### src/rtl/sdram_pkg.sv
// Shared types and constants for the SDRAM client arbiter.
package sdram_pkg;

  localparam int unsigned SDRAM_ADDR_WIDTH = 26;
  localparam int unsigned VGA_BURST_LEN    = 16;
  localparam int unsigned BEAT_WIDTH       = 5;
  localparam logic [SDRAM_ADDR_WIDTH-1:0] FRAMEBUFFER_BASE = 26'h3f80000;

  typedef enum logic [1:0] {
    ST_IDLE  = 2'd0,
    ST_ISSUE = 2'd1,
    ST_DATA  = 2'd2
  } state_t;

  typedef enum logic {
    OWN_VGA = 1'b0,
    OWN_CPU = 1'b1
  } owner_t;

  // Read beats the controller must return before completing a transaction.
  function automatic logic [BEAT_WIDTH-1:0] expected_beats(
    input owner_t                owner,
    input logic                  write,
    input logic [BEAT_WIDTH-1:0] burst_len
  );
    if (owner == OWN_VGA) return burst_len;
    if (write)            return BEAT_WIDTH'(0);
    return BEAT_WIDTH'(1);
  endfunction

endpackage

### src/rtl/sdram_arbiter.sv
// Two-client (VGA burst reader, CPU single word) arbiter onto one SDRAM
// controller port; VGA has priority with alternation on ties.
module sdram_arbiter
  import sdram_pkg::*;
#(
  parameter int unsigned ADDR_WIDTH = SDRAM_ADDR_WIDTH,
  parameter int unsigned BURST_LEN  = VGA_BURST_LEN
) (
  input  logic                  clock,
  input  logic                  reset,

  input  logic                  vga_sdram_request,
  input  logic [ADDR_WIDTH-1:0] vga_sdram_addr,
  output logic                  vga_sdram_ack,
  output logic [31:0]           vga_sdram_rdata,
  output logic                  vga_sdram_rdvalid,
  output logic                  vga_sdram_complete,

  input  logic                  cpu_sdram_request,
  input  logic                  cpu_sdram_write,
  input  logic [ADDR_WIDTH-1:0] cpu_sdram_addr,
  input  logic [31:0]           cpu_sdram_wdata,
  input  logic [3:0]            cpu_sdram_wmask,
  output logic                  cpu_sdram_ack,
  output logic [31:0]           cpu_sdram_rdata,
  output logic                  cpu_sdram_rdvalid,
  output logic                  cpu_sdram_complete,

  output logic                  mem_request,
  output logic                  mem_write,
  output logic                  mem_burst,
  output logic [ADDR_WIDTH-1:0] mem_addr,
  output logic [31:0]           mem_wdata,
  output logic [3:0]            mem_wmask,
  input  logic                  mem_ack,
  input  logic [31:0]           mem_rdata,
  input  logic                  mem_rdvalid,
  input  logic                  mem_complete,

  output logic                  protocol_error
);

  localparam logic [BEAT_WIDTH-1:0] BEAT_MAX   = '1;
  localparam logic [BEAT_WIDTH-1:0] BURST_BEAT = BEAT_WIDTH'(BURST_LEN);

  state_t                  state, next_state;
  owner_t                  owner, next_owner;
  owner_t                  last_owner, next_last_owner;
  logic [BEAT_WIDTH-1:0]   beat_cnt, next_beat_cnt, beats_now;
  logic                    next_mem_request, next_mem_write, next_mem_burst;
  logic [ADDR_WIDTH-1:0]   next_mem_addr;
  logic [31:0]             next_mem_wdata;
  logic [3:0]              next_mem_wmask;
  logic                    next_protocol_error;
  logic                    grant_cpu;

  logic in_issue, in_data, own_vga, own_cpu;
  assign in_issue = (state == ST_ISSUE);
  assign in_data  = (state == ST_DATA);
  assign own_vga  = (owner == OWN_VGA);
  assign own_cpu  = (owner == OWN_CPU);

  // Strobes route combinationally to the current owner only.
  assign vga_sdram_ack      = in_issue && own_vga && mem_ack;
  assign cpu_sdram_ack      = in_issue && own_cpu && mem_ack;
  assign vga_sdram_rdata    = in_data ? mem_rdata : 32'd0;
  assign cpu_sdram_rdata    = in_data ? mem_rdata : 32'd0;
  assign vga_sdram_rdvalid  = in_data && own_vga && mem_rdvalid;
  assign cpu_sdram_rdvalid  = in_data && own_cpu && mem_rdvalid;
  assign vga_sdram_complete = in_data && own_vga && mem_complete;
  assign cpu_sdram_complete = in_data && own_cpu && mem_complete;

  // Beat count including this cycle's beat, so a final beat arriving with
  // complete is seen by the completion check.
  assign beats_now = (mem_rdvalid && beat_cnt != BEAT_MAX) ? beat_cnt + BEAT_WIDTH'(1) : beat_cnt;

  always_comb begin
    next_state          = state;
    next_owner          = owner;
    next_last_owner     = last_owner;
    next_beat_cnt       = beat_cnt;
    next_mem_request    = mem_request;
    next_mem_write      = mem_write;
    next_mem_burst      = mem_burst;
    next_mem_addr       = mem_addr;
    next_mem_wdata      = mem_wdata;
    next_mem_wmask      = mem_wmask;
    next_protocol_error = protocol_error;
    grant_cpu           = 1'b0;

    unique case (state)
      ST_IDLE: begin
        if (vga_sdram_request || cpu_sdram_request) begin
          grant_cpu        = cpu_sdram_request && (!vga_sdram_request || last_owner == OWN_VGA);
          next_state       = ST_ISSUE;
          next_mem_request = 1'b1;
          if (grant_cpu) begin
            next_owner     = OWN_CPU;
            next_mem_burst = 1'b0;
            next_mem_write = cpu_sdram_write;
            next_mem_addr  = cpu_sdram_addr;
            next_mem_wdata = cpu_sdram_wdata;
            next_mem_wmask = cpu_sdram_wmask;
          end else begin
            next_owner     = OWN_VGA;
            next_mem_burst = 1'b1;
            next_mem_write = 1'b0;
            next_mem_addr  = vga_sdram_addr;
            next_mem_wdata = 32'd0;
            next_mem_wmask = 4'd0;
          end
        end
      end
      ST_ISSUE: begin
        if (mem_ack) begin
          next_mem_request = 1'b0;
          next_state       = ST_DATA;
          next_beat_cnt    = '0;
          next_last_owner  = owner;
        end
      end
      ST_DATA: begin
        next_beat_cnt = beats_now;
        if (mem_complete) begin
          next_state = ST_IDLE;
          if (beats_now != expected_beats(owner, mem_write, BURST_BEAT))
            next_protocol_error = 1'b1;
        end
      end
      default: next_state = ST_IDLE;
    endcase

    // Controller strobes in a state that does not expect them.
    if ((mem_ack && !in_issue) || ((mem_rdvalid || mem_complete) && !in_data))
      next_protocol_error = 1'b1;
  end

  always_ff @(posedge clock) begin
    if (reset) begin
      state          <= ST_IDLE;
      owner          <= OWN_VGA;
      last_owner     <= OWN_CPU;
      beat_cnt       <= '0;
      mem_request    <= 1'b0;
      mem_write      <= 1'b0;
      mem_burst      <= 1'b0;
      mem_addr       <= '0;
      mem_wdata      <= 32'd0;
      mem_wmask      <= 4'd0;
      protocol_error <= 1'b0;
    end else begin
      state          <= next_state;
      owner          <= next_owner;
      last_owner     <= next_last_owner;
      beat_cnt       <= next_beat_cnt;
      mem_request    <= next_mem_request;
      mem_write      <= next_mem_write;
      mem_burst      <= next_mem_burst;
      mem_addr       <= next_mem_addr;
      mem_wdata      <= next_mem_wdata;
      mem_wmask      <= next_mem_wmask;
      protocol_error <= next_protocol_error;
    end
  end

endmodule

### config.mk
export PLATFORM = sky130hd
export DESIGN_NAME = sdram_arbiter
export DESIGN_NICKNAME = d
export VERILOG_FILES = /design/src/rtl/sdram_pkg.sv /design/src/rtl/sdram_arbiter.sv
export SDC_FILE = /design/constraint.sdc
export NUM_CORES = 1
export LEC_CHECK = 0
export CAP_MARGIN = 10
export CORE_AREA = 2 2 102 104
export DETAILED_ROUTE_END_ITERATION = 16
export DIE_AREA = 0 0 104 106
export MAX_ROUTING_LAYER = met4
export PLACE_DENSITY = 0.94
export SYNTH_ARGS = -nofsm -noshare
export SYNTH_HDL_FRONTEND = slang
export SYNTH_SLANG_ARGS = --single-unit
### constraint.sdc
create_clock -name clock -period 3.5 [get_ports clock]
set_clock_uncertainty 0.2 [all_clocks]
set_input_delay 0.525 -clock clock [delete_from_list [all_inputs] [get_ports clock]]
set_output_delay 0.525 -clock clock [all_outputs]
set_load 0.01 [all_outputs]
==> impl_metrics.tcl, run 1 <==
set metrics [dict create \
    run_status "completed" \
    die_h_um 106 \
    timing.reg2reg.setup_slack_ps 1030 \
    num_rows 37 \
    drv_slew 0 \
    hold_class "flop to flop" \
    crit_type "flop to output pin" \
    critPathLaunch "state[1]$_SDFFE_PP0P_" \
    critical_path.slowest_cell "clkdlybuf4s50_1" \
    antenna-diode-count 0 \
    initial_core_util_pct 33.2 \
    setup_tns_ps 0 \
    synth_warnings 0 \
    critPathArrivalTime_ps 2310 \
    cp.required_ps 2770 \
    grt_use_total_pct 23.2 \
    wl_per_cell_um 17.8 \
    worstHoldStart "last_owner$_SDFFE_PP1P_" \
    overflow 0 \
    first_iter_violations 291 \
    ant_nets 0 \
    portBuffers 263 \
    vias 3734 \
    cts-htree-levels 3 \
    slew_headroom_pct 40.3 \
    die_w_um 104 \
    synthCells 375 \
    grt_start_max_net_pins 52 \
    grt_setup_unrepaired "false" \
    synth_area_per_cell_sq_um 8.86 \
    dieArea_sq_um 11000 \
    antenna_found_initial 0 \
    max_freq_ghz 0.329 \
    ios 264 \
    reg2reg_depth 8 \
    drive_gt1_share_pct 4.19 \
    cts.clk_slew.worst_paths_ps 80 \
    final_cells 732 \
    r2r_end "protocol_error$_SDFFE_PP0P_" \
    via_per_inst 5.10 \
    layout_commonest_cell "clkdlybuf4s50_1" \
    area_delta_synth_final_pct 80.0 \
    cts_sinks 75 \
    seq_area_frac_synth_pct 45.2 \
    path_max_fanout 34 \
    final_cell_mix "clkdlybuf4s50_1 (262), nor2_1 (87), dfxtp_1 (75)" \
    cts-root-buf "clkbuf_8" \
    timing.hold.ws_ps 272 \
    placedCellCount 717 \
    tritoncts "done" \
    cts-resized-gates 0 \
    max_stage_delay_ps 640 \
    ys_seq_elements 75 \
    wl_mm 13.0 \
    fillers 847 \
    worst_pin_slew_ps 893 \
    clock_latency_ps 330 \
    syn_area_sq_um 3320 \
    core-area_sq_um 10000 \
    cts_buffer_depth 2 \
    numCtsBuffers 9 \
    p_leak_nw 2.21 \
    power.density_nw_per_um2 358 \
    report.final.setup_viol 0 \
    dp_hpwl_mm 10.1 \
    route.detailed.drc 0 \
    holdBufCountCts 0 \
    hold_violations 0 \
    cp-endpoint "vga_sdram_rdvalid" \
    drt-pass1-iter-count 5 \
    r2r_start "beat_cnt[0]$_SDFFE_PP0P_" \
    period_share_pct 86.7 \
    startpoint_type "flop" \
    ir_drop_mv 0.210 \
    drv_cap 0 \
    grt_pass1_wl_mm 19.6 \
    nNetsFinal 722 \
    post-route-min-period_ps 3040 \
    syn_nets 505 \
    ys_types 40 \
    end_kind "output pin" \
    grt_pass1_vias 3804 \
    gp_congestion 0.929 \
    cts_setup_buffers 0 \
    fin_util_pct 59.8 \
    cp_cell_sequence "nor2b_1, buf_4, nand2_1, nor2_1, clkdlybuf4s50_1" \
]
-- worst min path at each step --
| stage | end | depth (start not counted) |
|---|---|---|
| 2_1_floorplan | last_owner$_SDFFE_PP1P_ | 1 |
| 3_3_place_gp | last_owner$_SDFFE_PP1P_ | 1 |
| 3_5_place_dp | last_owner$_SDFFE_PP1P_ | 1 |
| 4_1_cts | last_owner$_SDFFE_PP1P_ | 1 |
| 5_1_grt | last_owner$_SDFFE_PP1P_ | 1 |
| 6_report | last_owner$_SDFFE_PP1P_ | 1 |
-- synthesized netlist by cell type (all sizes together) --
library cell | number | share of area [%]
nand4 | 1 | 0.19
nand2 | 10 | 1.1
o22ai | 1 | 0.19
a2bb2oi | 1 | 0.26
o41ai | 2 | 0.53
and2b | 1 | 0.23
a211oi | 1 | 0.23
xnor2 | 1 | 0.26
buf | 50 | 11
a41oi | 1 | 0.26
a2111oi | 1 | 0.26
nor2 | 87 | 9.8
a211o | 1 | 0.26
nand2b | 1 | 0.19
a311oi | 1 | 0.26
clkbuf | 13 | 1.5
a222oi | 26 | 7.8
nand3 | 1 | 0.15
a21oi | 8 | 1.5
nor2b | 1 | 0.19
o21bai | 1 | 0.23
nor3 | 1 | 0.15
nor3b | 1 | 0.23
dfxtp | 75 | 45
o21a | 1 | 0.23
and3 | 2 | 0.38
ha | 2 | 0.75
o21ai | 4 | 0.72
nand3b | 1 | 0.23
a32oi | 1 | 0.26
and2 | 32 | 6.0
a22oi | 39 | 8.8
inv | 4 | 0.45
o2111ai | 1 | 0.26
xor2 | 1 | 0.26
-- cell families after synthesis --
kind of cell               share of synthesized area, %
buffers and inverters                              12.5
and+or+nand+nor                                    18.9
DFF                                                45.2
adders and majority gates                         0.753
AOI/OAI and AO/OA                                  22.1
xor gates and xnor gates                          0.527
-- state kept, by name, indices dropped and copies added (netlist names) --
name and count:
beat_cnt 5, last_owner 1, mem_addr 26, mem_burst 1, mem_request 1, mem_wdata 32, mem_wmask 4, mem_write 1
own_cpu 1, protocol_error 1, state 2
-- through the flow --
stage               setup slack, ps  total power, W  area (sq um)
CTS                             500         0.00216          5980
global placement                800         0.00149          5790
global route                    293         0.00225          5980
detailed placement              788         0.00151          5790
floorplan                      1450         0.00118          3320
finish                          465         0.00214          5980
-- final cells by class --
cell class / count / area, sq um / share of cell area (%)
Clock buffer: 10 / 138 / 2.30
Clock inverter: 5 / 53.8 / 0.900
Inverter: 4 / 15.0 / 0.251
Multi-Input combinational cell: 233 / 1420 / 23.7
Sequential cell: 75 / 1500 / 25.1
Tap cell: 136 / 170 / 2.85
Timing Repair Buffer: 269 / 2690 / 44.9
-- layer usage --
| layer | global-route usage [%] | up-vias | share of wire, % |
|---|---|---|---|
| met2 | 41.5 | 217 | 52 |
| met4 | 7.92 | 0 | 2.2 |
| met5 | - | - | 0 |
| met1 | 23.9 | 1758 | 37 |
| met3 | 7.60 | 17 | 9.2 |
| li1 | - | 1742 | - |
-- report_power, final --
part	internal [W]	total (W)	leakage, nW	switching [W]
Sequential	0.000909	0.000944	0.614	0.0000354
Combinational	0.000315	0.000547	1.50	0.000232
Clock	0.000343	0.000649	0.102	0.000307
Total	0.00157	0.00214	2.21	0.000574
-- worst max-delay path: cells and delay by family, from the launching register on --
family,cells,cell delay [ps]
DFF,1,420
and+or+nand+nor,3,580
buffers and inverters,2,970
Power figures use the tool's default switching activity.
==> run 2, diff against run 1 <==
- CORE_AREA: 2 2 102 104 -> default
- CORE_MARGIN: default -> 8
- CORE_UTILIZATION: default -> 36
- CTS_CLUSTER_SIZE: default -> 12
- DIE_AREA: 0 0 104 106 -> default
- PLACE_DENSITY: 0.94 -> 0.95
==> run 2 against run 1 <==
  * First-iteration DRC count increased by 3.4%
  * Sequential power barely moved
  * Fmax is 6.8% higher
  * Largest cell class unchanged
  * Register-to-register slack about the same
  * Die area is 14% higher
  * Worst setup slack improved by 190 ps
  * Cell area down 0.65%
  * Flip-flop and latch count is the same
  * Critical path type unchanged
==> impl_metrics.tcl, run 2 (synthesized netlist as in run 1, its figures left out) <==
set metrics [dict create \
    run_status "completed" \
    drt-pass1-iter-count 8 \
    hold_violations 0 \
    crit_type "flop to output pin" \
    tritoncts "done" \
    core-area_sq_um 9110 \
    grt_pass1_wl_mm 21.3 \
    hold_class "flop to flop" \
    cts-resized-gates 0 \
    grt_setup_unrepaired "false" \
    hold_depth 2 \
    report.final.setup_viol 0 \
    setup_tns_ps 0 \
    use_met1_pct 23.1 \
    largest_register "mem_wdata" \
    gr-usage-met3_pct 6.17 \
    ir_drop_mv 0.286 \
    ios 264 \
    antenna_found_initial 1 \
    ant_nets 0 \
    dp_hpwl_mm 11.2 \
    p_leak_nw 2.20 \
    post-route-min-period_ps 2840 \
    grt_use_met2_pct 39.2 \
    area_delta_synth_final_pct 78.8 \
    drv_cap 0 \
    period_share_pct 81.2 \
    initial_core_util_pct 36.5 \
    grt_start_max_net_pins 59 \
    cts_setup_buffers 0 \
    num_rows 35 \
    cts-htree-levels 3 \
    drive_gt1_share_pct 4.03 \
    drv_slew 0 \
    portBuffers 263 \
    cts_sinks 75 \
    end_kind "output pin" \
    stdcell_area_sq_um 5940 \
    numCtsBuffers 9 \
    power.density_nw_per_um2 361 \
    final_cells 707 \
    timing.hold.ws_ps 288 \
    critPathArrivalTime_ps 2120 \
    place_area_sq_um 5750 \
    holdBufCountCts 0 \
    first_iter_violations 301 \
    via_per_inst 5.24 \
    die_h_um 112 \
    dieArea_sq_um 12600 \
    final_cell_mix "clkdlybuf4s50_1 (262), nor2_1 (87), dfxtp_1 (75)" \
    path_max_fanout 37 \
    startpoint_type "flop" \
    gp_congestion 0.926 \
    max_freq_ghz 0.352 \
    fin_util_pct 65.2 \
    vias 3703 \
    grt_pass1_vias 3897 \
    cts_buffer_depth 2 \
    cts.clk_slew.worst_paths_ps 80 \
    route.detailed.drc 0 \
    wl_per_cell_um 19.8 \
    layout_commonest_cell "clkdlybuf4s50_1" \
    largestRegisters "mem_wdata (32), mem_addr (26), beat_cnt (5)" \
    clock_latency_ps 330 \
    nNetsFinal 721 \
    largest_reg_flops 32 \
    worst_pin_slew_ps 1050 \
    placedCellCount 691 \
    die_w_um 112 \
    grt_busiest_layer "met2" \
    grt_use_total_pct 22.0 \
    cts-root-buf "clkbuf_8" \
    cp.required_ps 2770 \
    wl_mm 14.0 \
    reg2reg_depth 8 \
    overflow 0 \
    slew_headroom_pct 30.3 \
]
==> run 2: area by class of cell <==
type / instances / area [sq um]
Sequential cell: 75 / 1500
Tap cell: 111 / 139
Antenna cell: 1 / 2.50
Timing Repair Buffer: 268 / 2680
Fill cell: 718 / 3170
Clock inverter: 6 / 65.1
Inverter: 4 / 15.0
Multi-Input combinational cell: 233 / 1420
Clock buffer: 9 / 124
==> run 2: power breakdown <==
part | internal (W) | total (W) | leakage (nW) | switching, W
registers | 0.000909 | 0.000943 | 0.614 | 0.0000341
logic | 0.000314 | 0.000544 | 1.49 | 0.000230
clock network | 0.000327 | 0.000657 | 0.0955 | 0.000330
total | 0.00155 | 0.00214 | 2.20 | 0.000594
==> run 2: critical path, cell delays in order, from the launching register on <==
cell and delay [ps]:
dfxtp_1 440, nor2b_1 160, buf_4 300, nand2_1 170, nor2_1 150, clkdlybuf4s50_1 560
==> run 2: worst paths after layout <==
path                                      end  slack, ps                      from
hold reg to reg      mem_request$_SDFFE_PP0P_        290  mem_request$_SDFFE_PP0P_
setup / recovery           vga_sdram_complete        660     state[1]$_SDFFE_PP0P_
setup reg to reg  protocol_error$_SDFFE_PP0P_       1040  beat_cnt[0]$_SDFFE_PP0P_
hold / removal       mem_request$_SDFFE_PP0P_        290  mem_request$_SDFFE_PP0P_
==> run 2: through the flow <==
step / total power [W] / worst slack (ps)
after floorplan: 0.00118 / 1450
after global placement: 0.00149 / 776
after detailed placement: 0.00151 / 722
after CTS: 0.00216 / 652
after global routing: 0.00224 / 476
final: 0.00214 / 657
==> run 2: routing by layer <==
layer  share of wire [%]  vias to the layer above
met1                  39                     1753
li1                    -                     1746
met3                 7.0                       19
met2                  52                      185
met4                 1.9                        0
met5                   0                        -
==> run 3, diff against run 2 <==
- CORE_UTILIZATION: 36 -> 30
- PLACE_DENSITY: 0.95 -> 0.89
- clock period: 3.5 -> 2.5 ns (I/O delays scaled with it)
==> run 3 against run 2 <==
  * First-iteration DRC count rose by 7.3%
  * Die area rose by 17%
  * Critical path type unchanged
  * Count of clock-buffer cells in the layout is 5 higher
  * Core utilization is 9.1 points lower
  * Via count down 0.24%
  * Highest routed layer unchanged
  * Largest power group unchanged
  * Largest cell class unchanged
==> impl_metrics.tcl, run 3 (synthesized netlist as in run 1, its figures left out) <==
set metrics [dict create \
    multi_input_area_sq_um 1430 \
    drv_slew 0 \
    grt_pass1_vias 3999 \
    seqCellArea_sq_um 1500 \
    hold_depth 2 \
    crit_type "flop to output pin" \
    grt_use_total_pct 18.4 \
    layout_commonest_cell "clkdlybuf4s50_1" \
    cp_top_family "buffers and inverters" \
    setup_tns_ps 0 \
    die_w_um 121 \
    intPower_w 0.00214 \
    r2r_end "protocol_error$_SDFFE_PP0P_" \
    cts_setup_buffers 0 \
    wl_met1_mm 5.11 \
    cp_cell_sequence "nor2b_4, buf_12, and2_1, clkdlybuf4s50_1" \
    ios 264 \
    fin_util_pct 56.1 \
    cts-root-buf "clkbuf_8" \
    final_cells 745 \
    grt_setup_unrepaired "true" \
    max_stage_delay_ps 560 \
    tritoncts "done" \
    drt-pass1-iter-count 8 \
    placedCellCount 729 \
    ant_nets 0 \
    hold_violations 0 \
    gp_congestion 0.829 \
    timing.hold.ws_ps 260 \
    area_delta_synth_final_pct 83.1 \
    cp_num_cells 4 \
    power.switching_w 0.000801 \
    ir_drop_mv 0.299 \
    antenna-diode-count 0 \
    r2r_start "beat_cnt[0]$_SDFFE_PP0P_" \
    critical_path.slowest_cell "clkdlybuf4s50_1" \
    drv_cap 0 \
    power.density_nw_per_um2 484 \
    critPathArrivalTime_ps 1830 \
    grt_start_max_net_pins 48 \
    report.final.setup_viol 0 \
    num_rows 38 \
    post-route-min-period_ps 2400 \
    hold_class "flop to flop" \
    grt_pass1_wl_mm 20.8 \
    swShare_pct 27.2 \
    core-area_sq_um 10800 \
    dp_hpwl_mm 11.1 \
    wl_per_cell_um 18.6 \
    nNetsFinal 730 \
    cts-htree-levels 3 \
    largest_register "mem_wdata" \
    pwr-share-seq_pct 44.9 \
    final_cell_mix "clkdlybuf4s50_1 (256), nor2_1 (85), dfxtp_1 (73)" \
    holdBufCountCts 0 \
    antenna_found_initial 0 \
    p_leak_nw 2.36 \
    total_power_w 0.00294 \
    cp.required_ps 1920 \
    timing.reg2reg.setup_slack_ps 170 \
    numCtsBuffers 9 \
    reg2reg_depth 8 \
    initial_core_util_pct 30.6 \
    critPathBufInv 2 \
    drive_gt1_share_pct 6.28 \
    overflow 0 \
    die_h_um 121 \
    routed.top_layer "met4" \
    largestRegisters "mem_wdata (32), mem_addr (26), beat_cnt (5)" \
    p_comb_share_pct 26.6 \
    largest_reg_flops 32 \
    critPathLaunch "state[1]$_SDFFE_PP0P_" \
    cp-endpoint "vga_sdram_rdata[18]" \
    route.detailed.drc 0 \
    clock_latency_ps 340 \
    wl_mm 13.9 \
    end_kind "output pin" \
    dieArea_sq_um 14700 \
    path_max_fanout 33 \
    met2_wirelength_mm 7.19 \
    period_share_pct 96.0 \
    vias 3694 \
    via_per_inst 4.96 \
    run_status "completed" \
    worst_pin_slew_ps 722 \
    cts.clk_slew.worst_paths_ps 80 \
    max_freq_ghz 0.416 \
    fillers 939 \
    cts_buffer_depth 2 \
    wl_met3_mm 1.27 \
    first_iter_violations 323 \
    pwr-share-clk_pct 28.5 \
    startpoint_type "flop" \
    portBuffers 263 \
    slew_headroom_pct 51.9 \
    cts_sinks 75 \
]
-- run 3: cell count changes in the layout (fill, tap and decap cells not counted), sizes merged, moves of 5 or more --
cell / change
dlymetal6s2s: +6
clkdlybuf4s50: -6
buf: +9
clkbuf: +5
-- run 3: layout make-up --
type / instances / share of cell area [%]
timing repair buffer: 277 / 45.8
sequential: 75 / 24.7
multi-input combinational: 233 / 23.5
tap: 140 / 2.88
clock buffer: 14 / 2.67
inverter: 4 / 0.247
clock inverter: 2 / 0.165
-- run 3: through the flow --
step	instance area, sq um	setup WS, ps
after global routing	6080	-8.92
after detailed placement	5880	43.4
after global placement	5880	74.2
after CTS	6060	9.73
after floorplan	3320	450
final	6080	98.9
-- run 3: repair_timing --
item                                    in CTS  in global routing
endpoints found under the setup margin      68                 26
hold endpoints to repair                     0                  0
pin swaps                                    0                  0
resized for setup                            2                 12
-- run 3: how the worst min path moves through the flow --
stage	start	endpoint	slack, ps
final	mem_request$_SDFFE_PP0P_	mem_request$_SDFFE_PP0P_	260
after global routing	mem_request$_SDFFE_PP0P_	mem_request$_SDFFE_PP0P_	290
after CTS	mem_request$_SDFFE_PP0P_	mem_request$_SDFFE_PP0P_	260
after detailed placement	mem_request$_SDFFE_PP0P_	mem_request$_SDFFE_PP0P_	250
after global placement	mem_request$_SDFFE_PP0P_	mem_request$_SDFFE_PP0P_	260
after floorplan	last_owner$_SDFFE_PP1P_	last_owner$_SDFFE_PP1P_	240
-- run 3: power by group through the flow --
| stage | combinational [W] | clock, W | sequential, W |
|---|---|---|---|
| finish | 0.000782 | 0.000840 | 0.00132 |
| global route | 0.000841 | 0.000913 | 0.00133 |
| CTS | 0.000790 | 0.000869 | 0.00132 |
| detailed placement | 0.000786 | 0 | 0.00135 |
| global placement | 0.000765 | 0 | 0.00134 |
| floorplan | 0.000287 | 0 | 0.00137 |
-- run 3: tightest hold or removal path: stages (launching register included) --
cell and delay (ps):
dfxtp_1 310, nand2_1 50, a21oi_1 50
-- run 3: metal layers --
| metal | up-vias | global-route usage [%] |
|---|---|---|
| met3 | 19 | 6.19 |
| met1 | 1726 | 17.8 |
| met2 | 193 | 33.6 |
| met4 | 0 | 6.71 |
| met5 | - | - |
| li1 | 1756 | - |
